==> config.mk <==
export PLATFORM = sky130hd
export DESIGN_NAME = spinn_pkt_tx_2of7
export DESIGN_NICKNAME = d
export VERILOG_FILES = /design/src/rtl/spinn_link_pkg.sv /design/src/rtl/spinn_sync_ff.sv /design/src/rtl/spinn_pkt_tx_2of7.sv
export SDC_FILE = /design/constraint.sdc
export NUM_CORES = 1
export LEC_CHECK = 0
export ABC_CLOCK_PERIOD_IN_PS = 4910
export CORE_AREA = 2 2 99 120
export DETAILED_ROUTE_END_ITERATION = 8
export DIE_AREA = 0 0 101 122
export DONT_BUFFER_PORTS = 1
export GPL_ROUTABILITY_DRIVEN = 0
export SETUP_SLACK_MARGIN = 0.4
export SYNTH_ARGS = -nofsm -noshare
export SYNTH_HDL_FRONTEND = slang
export SYNTH_SLANG_ARGS = --single-unit
==> constraint.sdc <==
create_clock -name clk -period 4.91 [get_ports clk]
set_input_delay 0.7365 -clock clk [delete_from_list [all_inputs] [get_ports clk]]
set_output_delay 0.7365 -clock clk [all_outputs]
set_load 0.01 [all_outputs]
==> src/rtl/spinn_link_pkg.sv <==
// Shared definitions for the SpiNNaker 2-of-7 link transmitter and receiver.
package spinn_link_pkg;

    localparam int PKT_W            = 72;
    localparam int SHORT_NIBS       = 10;
    localparam int LONG_NIBS        = 18;
    localparam int PAYLOAD_FLAG_BIT = 1;

    localparam logic [6:0] EOP_SYM = 7'h60;

    typedef enum logic [1:0] {
        ST_INIT,
        ST_IDLE,
        ST_SEND,
        ST_WAIT_ACK
    } tx_state_t;

    // Every code has exactly two bits set, so one XOR toggles two wires.
    function automatic logic [6:0] sym_2of7(input logic [3:0] nibble);
        logic [6:0] code;
        case (nibble)
            4'h0: code = 7'h11;
            4'h1: code = 7'h12;
            4'h2: code = 7'h14;
            4'h3: code = 7'h18;
            4'h4: code = 7'h21;
            4'h5: code = 7'h22;
            4'h6: code = 7'h24;
            4'h7: code = 7'h28;
            4'h8: code = 7'h41;
            4'h9: code = 7'h42;
            4'hA: code = 7'h44;
            4'hB: code = 7'h48;
            4'hC: code = 7'h03;
            4'hD: code = 7'h06;
            4'hE: code = 7'h0C;
            default: code = 7'h09;
        endcase
        return code;
    endfunction

endpackage

==> src/rtl/spinn_sync_ff.sv <==
// Multi-stage synchronizer for an asynchronous single-bit input, reset to 0.
module spinn_sync_ff #(
    parameter int STAGES = 2
) (
    input  logic clk,
    input  logic rst,
    input  logic d,
    output logic q
);

    logic [STAGES-1:0] chain;

    always_ff @(posedge clk or posedge rst) begin
        if (rst) begin
            chain <= '0;
        end else begin
            chain <= {chain[STAGES-2:0], d};
        end
    end

    assign q = chain[STAGES-1];

endmodule

==> src/rtl/spinn_pkt_tx_2of7.sv <==
// Serializes SpiNNaker packets into 2-of-7 NRZ symbols, paced by the link ack toggle,
// with an ack-timeout flag for a dead link.
module spinn_pkt_tx_2of7
    import spinn_link_pkg::*;
#(
    parameter int ACK_TIMEOUT = 256,
    parameter int SYNC_STAGES = 2
) (
    input  logic        clk,
    input  logic        rst,
    input  logic [71:0] pkt_data,
    input  logic        pkt_vld,
    output logic        pkt_rdy,
    output logic [6:0]  lnk_data,
    input  logic        lnk_ack,
    output logic        busy,
    output logic        link_err
);

    localparam int CNT_W = $clog2(ACK_TIMEOUT + 1);
    localparam logic [CNT_W-1:0] CNT_MAX  = CNT_W'(ACK_TIMEOUT);
    localparam logic [CNT_W-1:0] CNT_LAST = CNT_W'(ACK_TIMEOUT - 1);

    tx_state_t        state;
    tx_state_t        state_next;
    logic             ack_s;
    logic             ack_ref;
    logic             ack_edge;
    logic             accept;
    logic             eop_pending;
    logic [PKT_W-1:0] pkt_reg;
    logic [4:0]       nib_idx;
    logic [4:0]       last_idx;
    logic [3:0]       cur_nib;
    logic [CNT_W-1:0] ack_cnt;

    spinn_sync_ff #(
        .STAGES(SYNC_STAGES)
    ) u_ack_sync (
        .clk(clk),
        .rst(rst),
        .d  (lnk_ack),
        .q  (ack_s)
    );

    assign ack_edge = ack_s ^ ack_ref;
    assign cur_nib  = pkt_reg[{nib_idx, 2'b00} +: 4];

    always_comb begin
        state_next = state;
        accept     = 1'b0;
        pkt_rdy    = 1'b0;
        busy       = 1'b0;
        case (state)
            ST_INIT: begin
                state_next = ST_IDLE;
            end
            ST_IDLE: begin
                pkt_rdy = 1'b1;
                if (pkt_vld) begin
                    accept     = 1'b1;
                    state_next = ST_SEND;
                end
            end
            ST_SEND: begin
                busy       = 1'b1;
                state_next = ST_WAIT_ACK;
            end
            ST_WAIT_ACK: begin
                busy = 1'b1;
                if (ack_edge) begin
                    state_next = eop_pending ? ST_IDLE : ST_SEND;
                end
            end
            default: begin
                state_next = ST_INIT;
            end
        endcase
    end

    always_ff @(posedge clk or posedge rst) begin
        if (rst) begin
            state <= ST_INIT;
        end else begin
            state <= state_next;
        end
    end

    // ack_ref is left alone in SEND so an edge arriving there is still seen in WAIT_ACK.
    always_ff @(posedge clk or posedge rst) begin
        if (rst) begin
            lnk_data    <= '0;
            link_err    <= 1'b0;
            ack_ref     <= 1'b0;
            eop_pending <= 1'b0;
            pkt_reg     <= '0;
            nib_idx     <= '0;
            last_idx    <= '0;
            ack_cnt     <= '0;
        end else begin
            case (state)
                ST_INIT, ST_IDLE: begin
                    ack_ref <= ack_s;
                    if (accept) begin
                        pkt_reg     <= pkt_data;
                        nib_idx     <= '0;
                        last_idx    <= pkt_data[PAYLOAD_FLAG_BIT] ? 5'(LONG_NIBS - 1)
                                                                  : 5'(SHORT_NIBS - 1);
                        eop_pending <= 1'b0;
                    end
                end
                ST_SEND: begin
                    lnk_data <= lnk_data ^ (eop_pending ? EOP_SYM : sym_2of7(cur_nib));
                    ack_cnt  <= '0;
                end
                ST_WAIT_ACK: begin
                    if (ack_edge) begin
                        ack_ref  <= ack_s;
                        link_err <= 1'b0;
                        if (eop_pending) begin
                            eop_pending <= 1'b0;
                        end else if (nib_idx == last_idx) begin
                            eop_pending <= 1'b1;
                        end else begin
                            nib_idx <= nib_idx + 5'd1;
                        end
                    end else begin
                        if (ack_cnt != CNT_MAX) begin
                            ack_cnt <= ack_cnt + 1'b1;
                        end
                        if (ack_cnt >= CNT_LAST) begin
                            link_err <= 1'b1;
                        end
                    end
                end
                default: begin
                end
            endcase
        end
    end

endmodule

==> results.md <==
- The biggest cell delay along the critical path is ~1 ns.
- By startpoint and endpoint, the worst setup path is classified as register to register.
- The maximum achievable frequency is about 300 MHz.
- The CTS tree is done.
- The number of port buffers is 0.
- The internal power summed over all cells is around 2.3 mW.
- The overall power of the completed layout is about 3.7 mW.
- Data arrives at the worst endpoint at approximately 3.6 ns.
- The maximum number of pins on one net before global-route repair is 74.
- In the global route stage, overall resource usage came out at a little under 20%.
- The share of the cycle needed by the critical path after routing is approximately 68%.
- The measured slew at the worst slew-check pin is approximately 1.1 ns.
- In this run, the number of DRC markers left after iteration 0 of detailed routing was 256.
- For the worst setup path, the data required time is 5.15 ns.
- The global route total overflow is 0.
- The number of violations of the max-capacitance limit is 0.
- The root buffer cell chosen for the clock tree is sky130_fd_sc_hd__clkbuf_16.
- The clock latency on the worst-skew pair is 0.35 ns.
- The analysis attributes to net switching a power of 1.47 mW.
- The critical-path maximum fanout is 20.
- Of all flip-flops after synthesis, the portion carrying an async set or reset was 100%.
- The number of iterations in the first detailed-routing pass is 4.
- The power per standard cell area is 686 nW/µm².
- The master of the slowest instance on the critical path is sky130_fd_sc_hd__dfrtp_1.
- The post-detailed-route via-to-cell ratio is 5.46.
- The clock passes through at most 2 buffers.
- The floorplan step set the die width to between 100 and 150 µm.
- The post-synthesis average cell area is slightly above 9 µm².
- The number of H-tree levels is 3.
- The final routed DRC violation total is 0.
- The area overhead of the layout relative to synthesis is 7.02%.
- The number of placed cells counting well taps is 663.
- Setup repair after global routing left no endpoint under its margin.
- Along the worst hold path, the cell count comes to 0.
- Clock tree synthesis inserted a total of 9 buffers.
- The run finished with clean final reports.
- In this run, post-CTS repair resized a total of 0 instances.
- The kind of launch point of the worst setup path is a register.
- The capturing element type of the critical path is a register.
- After synthesis the cells add up to roughly 5100 µm².
- The number of synthesized flops with an enable pin is 0.
- The library cells used most frequently in the layout, excluding fill and tap cells, are 234 x sky130_fd_sc_hd__nand2_1, 102 x sky130_fd_sc_hd__dfrtp_1, 24 x sky130_fd_sc_hd__nor2_1, 13 x sky130_fd_sc_hd__inv_1, 12 x sky130_fd_sc_hd__mux2i_1.
- Walking the worst path, the cells encountered are buf_4 > mux4_1 > nand3_1 > a31oi_1 > a21boi_4 > nand2_1 > o311ai_1.
- The floorplan has between 40 and 50 rows.
- The initial standard-cell utilization of the core is between 40% and 50%.
- In this run the number of cells on the critical path is 7.
- The sum of negative setup slack is 0 ns.
- In this run the register-to-register setup slack is approximately 1.6 ns.
- 0 antenna diodes ended up in the layout.
- The first global-routing pass estimated 18200 µm of wire.
- The final setup violation count is 0.
- In this run the vertical extent of the chip is 122 µm.
- The sequential cell area fraction in the yosys report is around 50%.
- The kind of cell adding the most delay to the critical path is compound AO/OA/AOI/OAI gates.
- The die area is about 12000 µm².
- The number of buffers inserted by post-CTS setup repair is 0.
- The number of warnings printed during yosys synthesis is 0.
- The clock transition at the register clock pins on the worst setup and hold paths after CTS is roughly 0.07 ns.
- The path type of the worst min-delay path is register to register.
- Subtracting the final worst setup slack from the clock period gives between 3 and 4 ns.
- The remaining antenna violation count after routing is 0.
- The depth of the worst register-to-register path is 7.
- The number of hold violations in the final report is 0.
- In the final routed layout, each cell accounts on average for roughly 16 µm.
- IR analysis of the VDD net gives a maximum drop of roughly 0.22 mV.
- In the final layout, the share of cells above drive strength 1 is approximately 7.6%.
- The final layout contains routed wiring with a total length of about 11000 µm.
- For this design the top-level I/O count stands at 86.
- The leakage power is around 2.6 nW.
- The number of inserted filler cells in the final layout is between 1k and 1.5k.
- For this block, the via count after detailed routing is ~3.7k.
- The initial antenna violation count is 0.
- The most used flip-flop cell after synthesis is sky130_fd_sc_hd__dfrtp_1.
- The via count of the first global-routing pass came to 3716.
- The largest clock skew in the final design is slightly below 0.005 ns.
- Combinational cells account for roughly two fifths of the total power.
- Measured against its own limit, the worst slew margin works out to between 20% and 30%.
- The number of slew-limit violations in the final report is 0.
- The total number of clock tree sinks is 102.
- The number of register bits inferred by synthesis is 102.
- The post-detailed-placement half-perimeter wirelength is approximately 7900 µm.
- The relative contribution of sequential cells to total power is 41.5%.
- The number of distinct standard cells referenced by the synthesized netlist is 58.
- The floorplan step defined a core boundary enclosing around 11000 µm².
- For this run, the number of standard cells in the final layout without fillers is 678.
- The number of hold-repair buffers added at the cts stage is 0.
- The most common cell after layout, fill and taps aside is sky130_fd_sc_hd__nand2_1.
- Net switching is between 30% and 40% of the power.
- Synthesis produced a netlist whose cell count is about 560.
- The net count after synthesis is about 640.
- The buffer and inverter count on the worst path is 1.
- The flip-flop count of the largest register, all copies and words added is just over 70.
- In the final design database the tool counted roughly 620 nets.
- Per report_power, the clock group accounts for 19.8% of the total.
## routing by layer
metal | GRT usage (%) | up-vias | wire, µm
met1 | 24.6 | 1809 | 4780
met4 | 9.80 | 0 | 295
met5 | 0 | - | 0
met3 | 2.87 | 15 | 378
met2 | 31.8 | 75 | 5620
li1 | - | 1800 | -
## power by group through the flow
| stage | sequential, mW | clock (mW) | combinational (mW) |
|---|---|---|---|
| after CTS | 1.56 | 0.761 | 1.46 |
| after detailed placement | 1.57 | 0 | 1.44 |
| after floorplan | 1.37 | 0 | 1.33 |
| after global routing | 1.61 | 0.789 | 1.64 |
| after global placement | 1.57 | 0 | 1.40 |
| final | 1.55 | 0.743 | 1.45 |
## metrics by stage
step	hold WS, ns	utilization (%)	worst slack (ns)	instance area, µm²
2_1_floorplan	0.331	-	1.50	5100
3_3_place_gp	0.355	45.6	1.71	5150
3_5_place_dp	0.348	45.6	1.66	5150
4_1_cts	0.364	48.3	1.64	5460
5_1_grt	0.378	48.3	1.36	5460
6_report	0.357	48.3	1.57	5460
## cell families after synthesis
family                     Yosys count  synth area share, %
and+or+nand+nor                    308                 25.3
buffers and inverters               45                 4.02
AOI/OAI and AO/OA                   45                 6.60
muxes                               30                 9.13
adders and majority gates            8                 1.96
DFF                                102                 50.0
xor gates and xnor gates            17                 2.92
## worst register-to-register path, delay by kind of cell (launching register included)
family | cells | cell delay [ns]
simple gates | 2 | 0.17
buf+inv | 1 | 0.37
mux | 1 | 0.24
flops | 1 | 0.99
compound gates | 3 | 1.47
## synth_stat cells, types with 2 or more instances
cell type / instances / share of area, %
sky130_fd_sc_hd__nor2b_1: 6 / 0.74
sky130_fd_sc_hd__ha_1: 8 / 2.0
sky130_fd_sc_hd__inv_1: 14 / 1.0
sky130_fd_sc_hd__nand4b_1: 3 / 0.52
sky130_fd_sc_hd__a22oi_1: 2 / 0.29
sky130_fd_sc_hd__nand4_1: 3 / 0.37
sky130_fd_sc_hd__a211oi_1: 2 / 0.29
sky130_fd_sc_hd__a21oi_1: 7 / 0.69
sky130_fd_sc_hd__buf_6: 3 / 0.66
sky130_fd_sc_hd__mux4_2: 6 / 2.6
sky130_fd_sc_hd__o21ai_0: 7 / 0.69
sky130_fd_sc_hd__o21a_1: 2 / 0.29
sky130_fd_sc_hd__or3_1: 3 / 0.37
sky130_fd_sc_hd__nand3_1: 11 / 1.1
sky130_fd_sc_hd__nand2_1: 235 / 17
sky130_fd_sc_hd__mux4_1: 5 / 2.6
sky130_fd_sc_hd__xnor2_1: 9 / 1.5
sky130_fd_sc_hd__buf_1: 3 / 0.22
sky130_fd_sc_hd__o2111ai_1: 2 / 0.34
sky130_fd_sc_hd__o22ai_1: 3 / 0.37
sky130_fd_sc_hd__buf_2: 7 / 0.69
sky130_fd_sc_hd__nor3_1: 5 / 0.49
sky130_fd_sc_hd__mux2_2: 7 / 1.5
sky130_fd_sc_hd__nand2b_1: 5 / 0.61
sky130_fd_sc_hd__o211ai_1: 3 / 0.44
sky130_fd_sc_hd__clkbuf_1: 16 / 1.2
sky130_fd_sc_hd__nor2_1: 24 / 1.8
sky130_fd_sc_hd__and3_1: 2 / 0.25
sky130_fd_sc_hd__o21ai_1: 3 / 0.29
sky130_fd_sc_hd__xor2_1: 8 / 1.4
sky130_fd_sc_hd__nand3b_1: 2 / 0.29
sky130_fd_sc_hd__dfrtp_1: 102 / 50
sky130_fd_sc_hd__mux2i_1: 12 / 2.4
## final timing paths
kind                                          start                   to
max in group asynchronous                       rst          pkt_reg[63]
min in group asynchronous                       rst           pkt_reg[0]
worst min register to register  u_ack_sync.chain[0]  u_ack_sync.chain[1]
worst max register to register           nib_idx[0]          lnk_data[1]
worst min-delay path            u_ack_sync.chain[0]  u_ack_sync.chain[1]
worst max-delay path                     nib_idx[0]          lnk_data[1]
## cell type report
| class | instances | area, µm² | share of cell area (%) |
|---|---|---|---|
| clock buffer | 11 | 233 | 4.26 |
| clock inverter | 4 | 72.6 | 1.33 |
| inverter | 14 | 55.1 | 1.01 |
| multi-input combinational | 408 | 2350 | 43.0 |
| sequential | 102 | 2550 | 46.8 |
| tap | 135 | 169 | 3.09 |
| timing repair buffer | 4 | 30.0 | 0.550 |
Note: power is estimated with default switching activity, not from simulation.
